==> src/rtl/mem_arbiter_if.sv <==
// Bundle of cache request/response, memory command/completion and status signals for mem_arbiter.
// Latency: none, wiring only.
// Backpressure: the arbiter drives the *_ready and mem_is_input_valid handshakes. The environment drives mem_is_ready.
interface mem_arbiter_if #(
    parameter int ADDR_W = 32,
    parameter int LINE_W = 128
);
    // I-cache side: line reads only
    logic              i_req_valid;
    logic [ADDR_W-1:0] i_req_addr;
    logic              i_req_ready;
    logic              i_resp_valid;
    logic [LINE_W-1:0] i_resp_data;

    // D-cache side: line reads and writebacks
    logic              d_req_valid;
    logic              d_req_write;
    logic [ADDR_W-1:0] d_req_addr;
    logic [LINE_W-1:0] d_req_data;
    logic              d_req_ready;
    logic              d_resp_valid;
    logic [LINE_W-1:0] d_resp_data;

    // Shared main memory
    logic              mem_is_input_valid;
    logic              mem_read;
    logic              mem_write;
    logic [ADDR_W-1:0] mem_addr;
    logic [LINE_W-1:0] mem_din;
    logic              mem_is_ready;
    logic              mem_is_output_valid;
    logic [LINE_W-1:0] mem_dout;

    // Status
    logic              grant_id;
    logic              busy;

    // Arbiter view
    modport slave (
        input  i_req_valid, i_req_addr,
        output i_req_ready, i_resp_valid, i_resp_data,
        input  d_req_valid, d_req_write, d_req_addr, d_req_data,
        output d_req_ready, d_resp_valid, d_resp_data,
        output mem_is_input_valid, mem_read, mem_write, mem_addr, mem_din,
        input  mem_is_ready, mem_is_output_valid, mem_dout,
        output grant_id, busy
    );

    // Environment view: both caches plus the memory
    modport master (
        output i_req_valid, i_req_addr,
        input  i_req_ready, i_resp_valid, i_resp_data,
        output d_req_valid, d_req_write, d_req_addr, d_req_data,
        input  d_req_ready, d_resp_valid, d_resp_data,
        input  mem_is_input_valid, mem_read, mem_write, mem_addr, mem_din,
        output mem_is_ready, mem_is_output_valid, mem_dout,
        input  grant_id, busy
    );
endinterface

==> src/rtl/mem_arbiter.sv <==
// Round-robin arbiter: shares one multi-cycle main memory between the I-cache and D-cache line paths.
// Latency: 3 cycles plus memory latency from handshake to resp_valid. One IDLE cycle separates transactions.
// Backpressure: one transaction in flight. Ready goes only to the IDLE winner. The memory command is held until mem_is_ready.
module mem_arbiter #(
    parameter int ADDR_W = 32,
    parameter int LINE_W = 128
) (
    input  logic         clk,
    input  logic         reset,
    mem_arbiter_if.slave bus
);

    typedef enum logic [1:0] {
        IDLE  = 2'd0,
        ISSUE = 2'd1,
        WAIT  = 2'd2,
        RESP  = 2'd3
    } state_t;

    // Command latched at the handshake. It drives mem_* for the whole transaction.
    typedef struct packed {
        logic              write;
        logic [ADDR_W-1:0] addr;
        logic [LINE_W-1:0] data;
    } cmd_t;

    state_t            state_q, state_d;
    cmd_t              cmd_q, cmd_d;
    logic              grant_q, grant_d;      // 0 = I, 1 = D
    logic              last_q, last_d;        // last grant, reset to D so I wins the first tie
    logic [LINE_W-1:0] i_rdata_q, i_rdata_d;
    logic [LINE_W-1:0] d_rdata_q, d_rdata_d;
    logic              pick_i, pick_d;

    // State and datapath registers. Reset clears everything and drops any in-flight transaction.
    always_ff @(posedge clk or negedge reset) begin
        if (!reset) begin
            state_q   <= IDLE;
            cmd_q     <= '0;
            grant_q   <= 1'b0;
            last_q    <= 1'b1;
            i_rdata_q <= '0;
            d_rdata_q <= '0;
        end else begin
            state_q   <= state_d;
            cmd_q     <= cmd_d;
            grant_q   <= grant_d;
            last_q    <= last_d;
            i_rdata_q <= i_rdata_d;
            d_rdata_q <= d_rdata_d;
        end
    end

    // Next state: arbitration in IDLE, command hold in ISSUE, completion capture in WAIT.
    always_comb begin
        state_d   = state_q;
        cmd_d     = cmd_q;
        grant_d   = grant_q;
        last_d    = last_q;
        i_rdata_d = i_rdata_q;
        d_rdata_d = d_rdata_q;
        pick_i    = 1'b0;
        pick_d    = 1'b0;
        unique case (state_q)
            IDLE: begin
                // D wins when alone, or on a tie when I was served last.
                pick_d = bus.d_req_valid & (~bus.i_req_valid | ~last_q);
                pick_i = bus.i_req_valid & ~pick_d;
                if (pick_i || pick_d) begin
                    cmd_d.write = pick_d & bus.d_req_write;
                    cmd_d.addr  = pick_d ? bus.d_req_addr : bus.i_req_addr;
                    cmd_d.data  = pick_d ? bus.d_req_data : '0;
                    grant_d     = pick_d;
                    last_d      = pick_d;
                    state_d     = ISSUE;
                end
            end
            ISSUE: begin
                if (bus.mem_is_ready) begin
                    state_d = WAIT;
                end
            end
            WAIT: begin
                // Completions outside WAIT are not expected and are ignored.
                if (bus.mem_is_output_valid) begin
                    state_d = RESP;
                    if (grant_q) begin
                        d_rdata_d = cmd_q.write ? '0 : bus.mem_dout;
                    end else begin
                        i_rdata_d = bus.mem_dout;
                    end
                end
            end
            RESP: begin
                state_d = IDLE;
            end
            default: begin
                state_d = IDLE;
            end
        endcase
    end

    // Ready is combinational, so it is gated by reset to keep every output low during reset.
    assign bus.i_req_ready        = pick_i & reset;
    assign bus.d_req_ready        = pick_d & reset;

    assign bus.mem_is_input_valid = (state_q == ISSUE);
    assign bus.mem_read           = (state_q == ISSUE) & ~cmd_q.write;
    assign bus.mem_write          = (state_q == ISSUE) &  cmd_q.write;
    assign bus.mem_addr           = cmd_q.addr;
    assign bus.mem_din            = cmd_q.data;

    assign bus.i_resp_valid       = (state_q == RESP) & ~grant_q;
    assign bus.d_resp_valid       = (state_q == RESP) &  grant_q;
    assign bus.i_resp_data        = i_rdata_q;
    assign bus.d_resp_data        = d_rdata_q;

    assign bus.grant_id           = grant_q;
    assign bus.busy               = (state_q != IDLE);

    // At most one requester is accepted per cycle.
    a_one_ready: assert property (@(posedge clk) disable iff (!reset)
        !(bus.i_req_ready && bus.d_req_ready));

    // A response pulse goes to one requester only.
    a_one_resp: assert property (@(posedge clk) disable iff (!reset)
        !(bus.i_resp_valid && bus.d_resp_valid));

endmodule

==> src/flat_wrapper.sv <==
// flat-port wrapper written by rule: the top's interface ports become plain ports
module mem_arbiter_flat 
#(
    parameter int ADDR_W = 32,
    parameter int LINE_W = 128
)
  (clk, reset, bus_i_req_valid, bus_i_req_addr, bus_i_req_ready, bus_i_resp_valid, bus_i_resp_data, bus_d_req_valid, bus_d_req_write, bus_d_req_addr, bus_d_req_data, bus_d_req_ready, bus_d_resp_valid, bus_d_resp_data, bus_mem_is_input_valid, bus_mem_read, bus_mem_write, bus_mem_addr, bus_mem_din, bus_mem_is_ready, bus_mem_is_output_valid, bus_mem_dout, bus_grant_id, bus_busy);
  mem_arbiter_if #(.ADDR_W(ADDR_W), .LINE_W(LINE_W)) bus_i ();
  input  logic clk;
  input  logic reset;
  input wire logic [$bits(bus_i.i_req_valid)-1:0] bus_i_req_valid;
  input wire logic [$bits(bus_i.i_req_addr)-1:0] bus_i_req_addr;
  output wire logic [$bits(bus_i.i_req_ready)-1:0] bus_i_req_ready;
  output wire logic [$bits(bus_i.i_resp_valid)-1:0] bus_i_resp_valid;
  output wire logic [$bits(bus_i.i_resp_data)-1:0] bus_i_resp_data;
  input wire logic [$bits(bus_i.d_req_valid)-1:0] bus_d_req_valid;
  input wire logic [$bits(bus_i.d_req_write)-1:0] bus_d_req_write;
  input wire logic [$bits(bus_i.d_req_addr)-1:0] bus_d_req_addr;
  input wire logic [$bits(bus_i.d_req_data)-1:0] bus_d_req_data;
  output wire logic [$bits(bus_i.d_req_ready)-1:0] bus_d_req_ready;
  output wire logic [$bits(bus_i.d_resp_valid)-1:0] bus_d_resp_valid;
  output wire logic [$bits(bus_i.d_resp_data)-1:0] bus_d_resp_data;
  output wire logic [$bits(bus_i.mem_is_input_valid)-1:0] bus_mem_is_input_valid;
  output wire logic [$bits(bus_i.mem_read)-1:0] bus_mem_read;
  output wire logic [$bits(bus_i.mem_write)-1:0] bus_mem_write;
  output wire logic [$bits(bus_i.mem_addr)-1:0] bus_mem_addr;
  output wire logic [$bits(bus_i.mem_din)-1:0] bus_mem_din;
  input wire logic [$bits(bus_i.mem_is_ready)-1:0] bus_mem_is_ready;
  input wire logic [$bits(bus_i.mem_is_output_valid)-1:0] bus_mem_is_output_valid;
  input wire logic [$bits(bus_i.mem_dout)-1:0] bus_mem_dout;
  output wire logic [$bits(bus_i.grant_id)-1:0] bus_grant_id;
  output wire logic [$bits(bus_i.busy)-1:0] bus_busy;
  assign bus_i.i_req_valid = bus_i_req_valid;
  assign bus_i.i_req_addr = bus_i_req_addr;
  assign bus_i_req_ready = bus_i.i_req_ready;
  assign bus_i_resp_valid = bus_i.i_resp_valid;
  assign bus_i_resp_data = bus_i.i_resp_data;
  assign bus_i.d_req_valid = bus_d_req_valid;
  assign bus_i.d_req_write = bus_d_req_write;
  assign bus_i.d_req_addr = bus_d_req_addr;
  assign bus_i.d_req_data = bus_d_req_data;
  assign bus_d_req_ready = bus_i.d_req_ready;
  assign bus_d_resp_valid = bus_i.d_resp_valid;
  assign bus_d_resp_data = bus_i.d_resp_data;
  assign bus_mem_is_input_valid = bus_i.mem_is_input_valid;
  assign bus_mem_read = bus_i.mem_read;
  assign bus_mem_write = bus_i.mem_write;
  assign bus_mem_addr = bus_i.mem_addr;
  assign bus_mem_din = bus_i.mem_din;
  assign bus_i.mem_is_ready = bus_mem_is_ready;
  assign bus_i.mem_is_output_valid = bus_mem_is_output_valid;
  assign bus_i.mem_dout = bus_mem_dout;
  assign bus_grant_id = bus_i.grant_id;
  assign bus_busy = bus_i.busy;
  mem_arbiter #(.ADDR_W(ADDR_W), .LINE_W(LINE_W)) u_core (.clk(clk), .reset(reset), .bus(bus_i));
endmodule
==> config.mk <==
export PLATFORM = sky130hd
export DESIGN_NAME = mem_arbiter_flat
export DESIGN_NICKNAME = d
export VERILOG_FILES = /design/src/rtl/mem_arbiter_if.sv /design/src/rtl/mem_arbiter.sv /design/src/flat_wrapper.sv
export SDC_FILE = /design/constraint.sdc
export NUM_CORES = 1
export LEC_CHECK = 0
export ABC_AREA = 1
export CAP_MARGIN = 20
export CORE_AREA = 2 2 291 293
export CTS_CLUSTER_DIAMETER = 120
export DETAILED_ROUTE_END_ITERATION = 10
export DIE_AREA = 0 0 293 295
export GPL_ROUTABILITY_DRIVEN = 0
export GPL_TIMING_DRIVEN = 0
export HOLD_SLACK_MARGIN = 0.12
export PLACE_DENSITY = 0.55
export SLEW_MARGIN = 40
export SYNTH_ARGS = -nofsm -noshare
export SYNTH_HDL_FRONTEND = slang
export SYNTH_SLANG_ARGS = --single-unit
==> constraint.sdc <==
create_clock -name clk -period 4.4 [get_ports clk]
set_input_delay 0.88 -clock clk [delete_from_list [all_inputs] [get_ports clk]]
set_output_delay 0.88 -clock clk [all_outputs]
set_load 0.01 [all_outputs]
# == Yosys cells after proc, flatten, opt, wreduce, memory -nomap -nowiden ==
# Cells that the tools add are included.
# classes
n_eq_ne,6
n_mux,9
bitwise_logic,15
n_reduce_logical,7
# ops
op,count
2-to-1 mux 128 bit,2
2-to-1 mux 32 bit,1
bitwise AND 1 bit,9
AND reduction 3 bit,3
one-hot mux 2 bit (4 select lines),1
2-to-1 mux 2 bit,3
inverter 1 bit,5
"equality test 2 bit, second input constant",2
"!= test 2 x 1 -> 1 bit, second input constant",2
"equality test 2 x 1 -> 1 bit, second input constant",1
zero test 2 bit,1
2-to-1 mux 1 bit,2
"!= test 2 bit, second input constant",1
AND reduction 2 bit,1
nonzero test 2 bit,1
logical OR 1 bit,1
bitwise OR 1 bit,1
# word_totals
register_bits,421
in_bits,327
out_inout_bits,425
word_cells,45

# == Longest topological paths before layout ==
# logic_depth
ltp_word,8
ltp_mapped,9
ltp_nobuf,8

# == Worst setup path after synthesis ==
# No wires, ideal clock.
# synth_path
path_kind,in2out
start,input bus_d_req_valid
end,output bus_i_req_ready
arrival_time_ps,1635
t_required_ps,3520
path_slack_ps,1885
stages,5
path_buffers,2
path_cell_list,buf_2 nand2_4 inv_2 clkbuf_1 nor3_1
# synth_via
elab_chain_len,5
# synth_lines
element,line_no,source
from (decl),flat_wrapper.sv:16,input wire logic [$bits(bus_i.d_req_valid)-1:0] bus_d_req_valid;
bitwise AND 1 bit,mem_arbiter.sv:67,pick_d = bus.d_req_valid & (~bus.i_req_valid | ~last_q);
inverter 1 bit,mem_arbiter.sv:68,pick_i = bus.i_req_valid & ~pick_d;
bitwise AND 1 bit,mem_arbiter.sv:68,
2-to-1 mux 1 bit,mem_arbiter.sv:64,unique case (state_q)
bitwise AND 1 bit,mem_arbiter.sv:104,assign bus.i_req_ready = pick_i & reset;
to (decl),flat_wrapper.sv:13,output wire logic [$bits(bus_i.i_req_ready)-1:0] bus_i_req_ready;
# No other way between the ends.

# == Worst setup path after layout ==
# layout_path
start,input bus_i_req_valid
end,output bus_i_req_ready
# layout_via
elab_chain_len,7
# layout_lines
element,line_no,source
from (decl),flat_wrapper.sv:11,input wire logic [$bits(bus_i.i_req_valid)-1:0] bus_i_req_valid;
inverter 1 bit,mem_arbiter.sv:67,
bitwise OR 1 bit,mem_arbiter.sv:67,
bitwise AND 1 bit,mem_arbiter.sv:67,
inverter 1 bit,mem_arbiter.sv:68,
bitwise AND 1 bit (*),mem_arbiter.sv:68,
2-to-1 mux 1 bit (*),mem_arbiter.sv:64,
bitwise AND 1 bit (*),mem_arbiter.sv:104,
# Mark *: on every way between the ends. The rest lies on a longest branch, timed or not.

==> results.ini <==
[status]
status=finished clean

[sta]
setup_viol=0
rsz0062_at_grt=false
slew_viol_final=0
fin_crit_ns=3.805
finalWorstSetupSlack_ns=0.5952
relSlewSlack_pct=47.73
skew_ns=0.02651
final-hold-violation-count=0
holdWs_ns=0.4691
fmax_mhz=262.8
fin_crit_sh_pct=86.47
worst_pin_slew_ns=0.7840

[synthesis]
yosysWarningCount=0
syn_inst=1979
syn_area_mm2=0.01801
synth_nets=2310
synth-seq-area-share_pct=58.50
synth_cell_type_count=19
ys_seq_elements=421
avgSynthCellArea_um2=9.102

[finish]
final_cell_mix=749 x clkdlybuf4s50_1, 692 x nand2_1, 420 x dfrtp_1
layout.cells.non_filler=3918
nets=3120
nFillCells=8650
multi_input_area_mm2=0.005125
regArea_mm2=0.01054
layout_commonest_cell=clkdlybuf4s50_1
areaGrowthSynthToFinish_pct=59.48
drive_gt1_share_pct=11.43

[critical_path]
path_class=in -> out
path_depth=7
path_buf_inv=4
r2r_end=u_core.bus.i_resp_data[122]$_DFFE_PN0P_
cp_slowest_cell=clkdlybuf4s50_1
path_cells=clkdlybuf4s50_1 -> nand2_2 -> nand2_4 -> inv_2 -> clkbuf_1 -> nor3_1 -> clkdlybuf4s50_1
startpoint=bus_i_req_valid
rr_startpoint=u_core.state_q[0]$_DFFE_PN0P_
path_delay_family=buffers and inverters
cp.required_ns=3.52
reg2reg_depth=6
crit_fanout=10
critical-path-max-stage-delay_ns=0.61
startpoint_type=primary input
critPathCapture=bus_i_req_ready
end_kind=primary output
reg2reg_setup_slack_ns=2.21
cp_common_cell=clkdlybuf4s50_1
arrival_ns=2.92

[clock_tree]
root_buffer=clkbuf_16
clkLatencyLatePin_ns=0.60
ctsResizeCount=0
cts.clk_slew.worst_paths_ns=0.06
cts-htree-levels=2
clock_path_buffers=3
cts_tree=built
cts_buffers=50
cts.sinks=421

[global_routing]
grt_pass1_vias=16360
antenna_found_initial=13
track_usage_pct=17.43
grt_overflow=0
grt_pass1_wl_mm=112.2
grt_max_degree=71

[pwr]
p_per_area_mw_per_mm2=687.6
max-vdd-ir-drop_mv=0.3392
p_leak_nw=13.72
power_mw=19.75

[placed_design]
dp_hpwl_mm=60.46
preCtsSetupSlack_ns=0.6067
place.port_buffers=750
place_inst=3816

[floorplan]
rows=106
die_area_mm2=0.08644
io_pins=752
die_h_um=295
die_w_um=293
initial_core_util_pct=21.66
coreArea_mm2=0.08316

[routing]
wl_per_cell_um=19.90
drc=0
final_antenna_net_count=0
vias=16360
wl_mm=77.98
drt_iter0_drc=958
via_per_inst=4.174
firstDrtPassIters=5

[hold_path]
hp-class=reg -> reg
whs_path_depth=2

[job]
maxCapViolCount=0

## worst min-delay path by stage
stage	endpoint	slack, ns	startpoint
after global routing	u_core.bus.mem_din[33]$_DFFE_PN0P_	0.49	u_core.bus.mem_din[33]$_DFFE_PN0P_
after detailed placement	u_core.bus.mem_din[8]$_DFFE_PN0P_	0.46	u_core.bus.mem_din[8]$_DFFE_PN0P_
after global placement	u_core.bus.mem_din[21]$_DFFE_PN0P_	0.46	u_core.bus.mem_din[21]$_DFFE_PN0P_
after CTS	u_core.bus.mem_din[74]$_DFFE_PN0P_	0.47	u_core.bus.mem_din[74]$_DFFE_PN0P_
final	u_core.bus.mem_din[74]$_DFFE_PN0P_	0.47	u_core.bus.mem_din[74]$_DFFE_PN0P_
after floorplan	u_core.bus.mem_din[0]$_DFFE_PN0P_	0.44	u_core.bus.mem_din[0]$_DFFE_PN0P_
## synthesized netlist by cell type
cell	n	share of area, %
clkbuf_1	54	1.1
inv_1	139	2.9
nand2_2	2	0.069
or2_2	1	0.035
ha_1	4	0.28
buf_1	10	0.21
dfrtp_1	420	58
buf_2	55	1.5
nor3_1	1	0.028
dfstp_2	1	0.15
nor2_1	4	0.083
o21ai_0	128	3.6
buf_6	4	0.25
o31ai_1	128	5.3
nand3_1	165	4.6
inv_2	2	0.042
nand2_1	692	14
nand2_4	1	0.063
buf_4	168	7.0
## final cells by class
cell class | instances | share of cell area [%]
antenna | 11 | 0.09582
tap | 1080 | 4.704
timing repair buffer | 758 | 26.86
multi-input combinational | 1126 | 17.84
sequential | 421 | 36.68
clock buffer | 75 | 5.170
clock inverter | 15 | 0.4617
buffer | 291 | 6.350
inverter | 141 | 1.842
## sequential cells by signal, indices dropped and copies added, names as in the netlist
signal	count
u_core.state_q	2
u_core.bus.d_resp_data	128
u_core.last_q	1
u_core.bus.grant_id	1
u_core.bus.i_resp_data	128
u_core.cmd_q	1
u_core.bus.mem_din	128
u_core.bus.mem_addr	32
## per-layer routing
metal | global-route usage [%] | routed length (µm) | up-vias | part of all wire, %
met5 | 0 | 40 | - | 0.051
met4 | 6.391 | 2733 | 6 | 3.5
met3 | 4.721 | 5355 | 125 | 6.9
met2 | 28.03 | 36550 | 477 | 47
met1 | 22.44 | 33300 | 7944 | 43
li1 | - | - | 7803 | -
## power breakdown
group,switching [mW],internal [mW]
Combinational,4.53,4.68
Sequential,0.921,5.50
Clock,1.79,2.34
## timing repair
item,4_1_cts,5_1_grt
endpoints found under the hold margin,6,0
buffers inserted,0,0
hold buffers,1,0
## tightest hold or removal path, stage by stage, from the launching register on
cell,delay [ns]
dfrtp_1,0.34
nand2_1,0.05
nand2_1,0.05
## cells by family after synthesis
family | after synthesis | synth area share (%)
buffers and inverters | 432 | 13.05
adder cells (fa/ha/maj) | 4 | 0.2779
AND/OR/NAND/NOR | 866 | 19.28
flip-flops | 421 | 58.50
AO/OA/AOI/OAI | 256 | 8.891
## through the flow
step           area, µm²  setup TNS [ns]  utilization [%]
6_report           28730               0            34.54
4_1_cts            28700               0            34.51
3_3_place_gp       26870        -7596.54            32.31
3_5_place_dp       27070               0            32.55
2_1_floorplan      18010               0                -
5_1_grt            28720               0            34.54
Note: power is estimated with default switching activity, not from simulation.
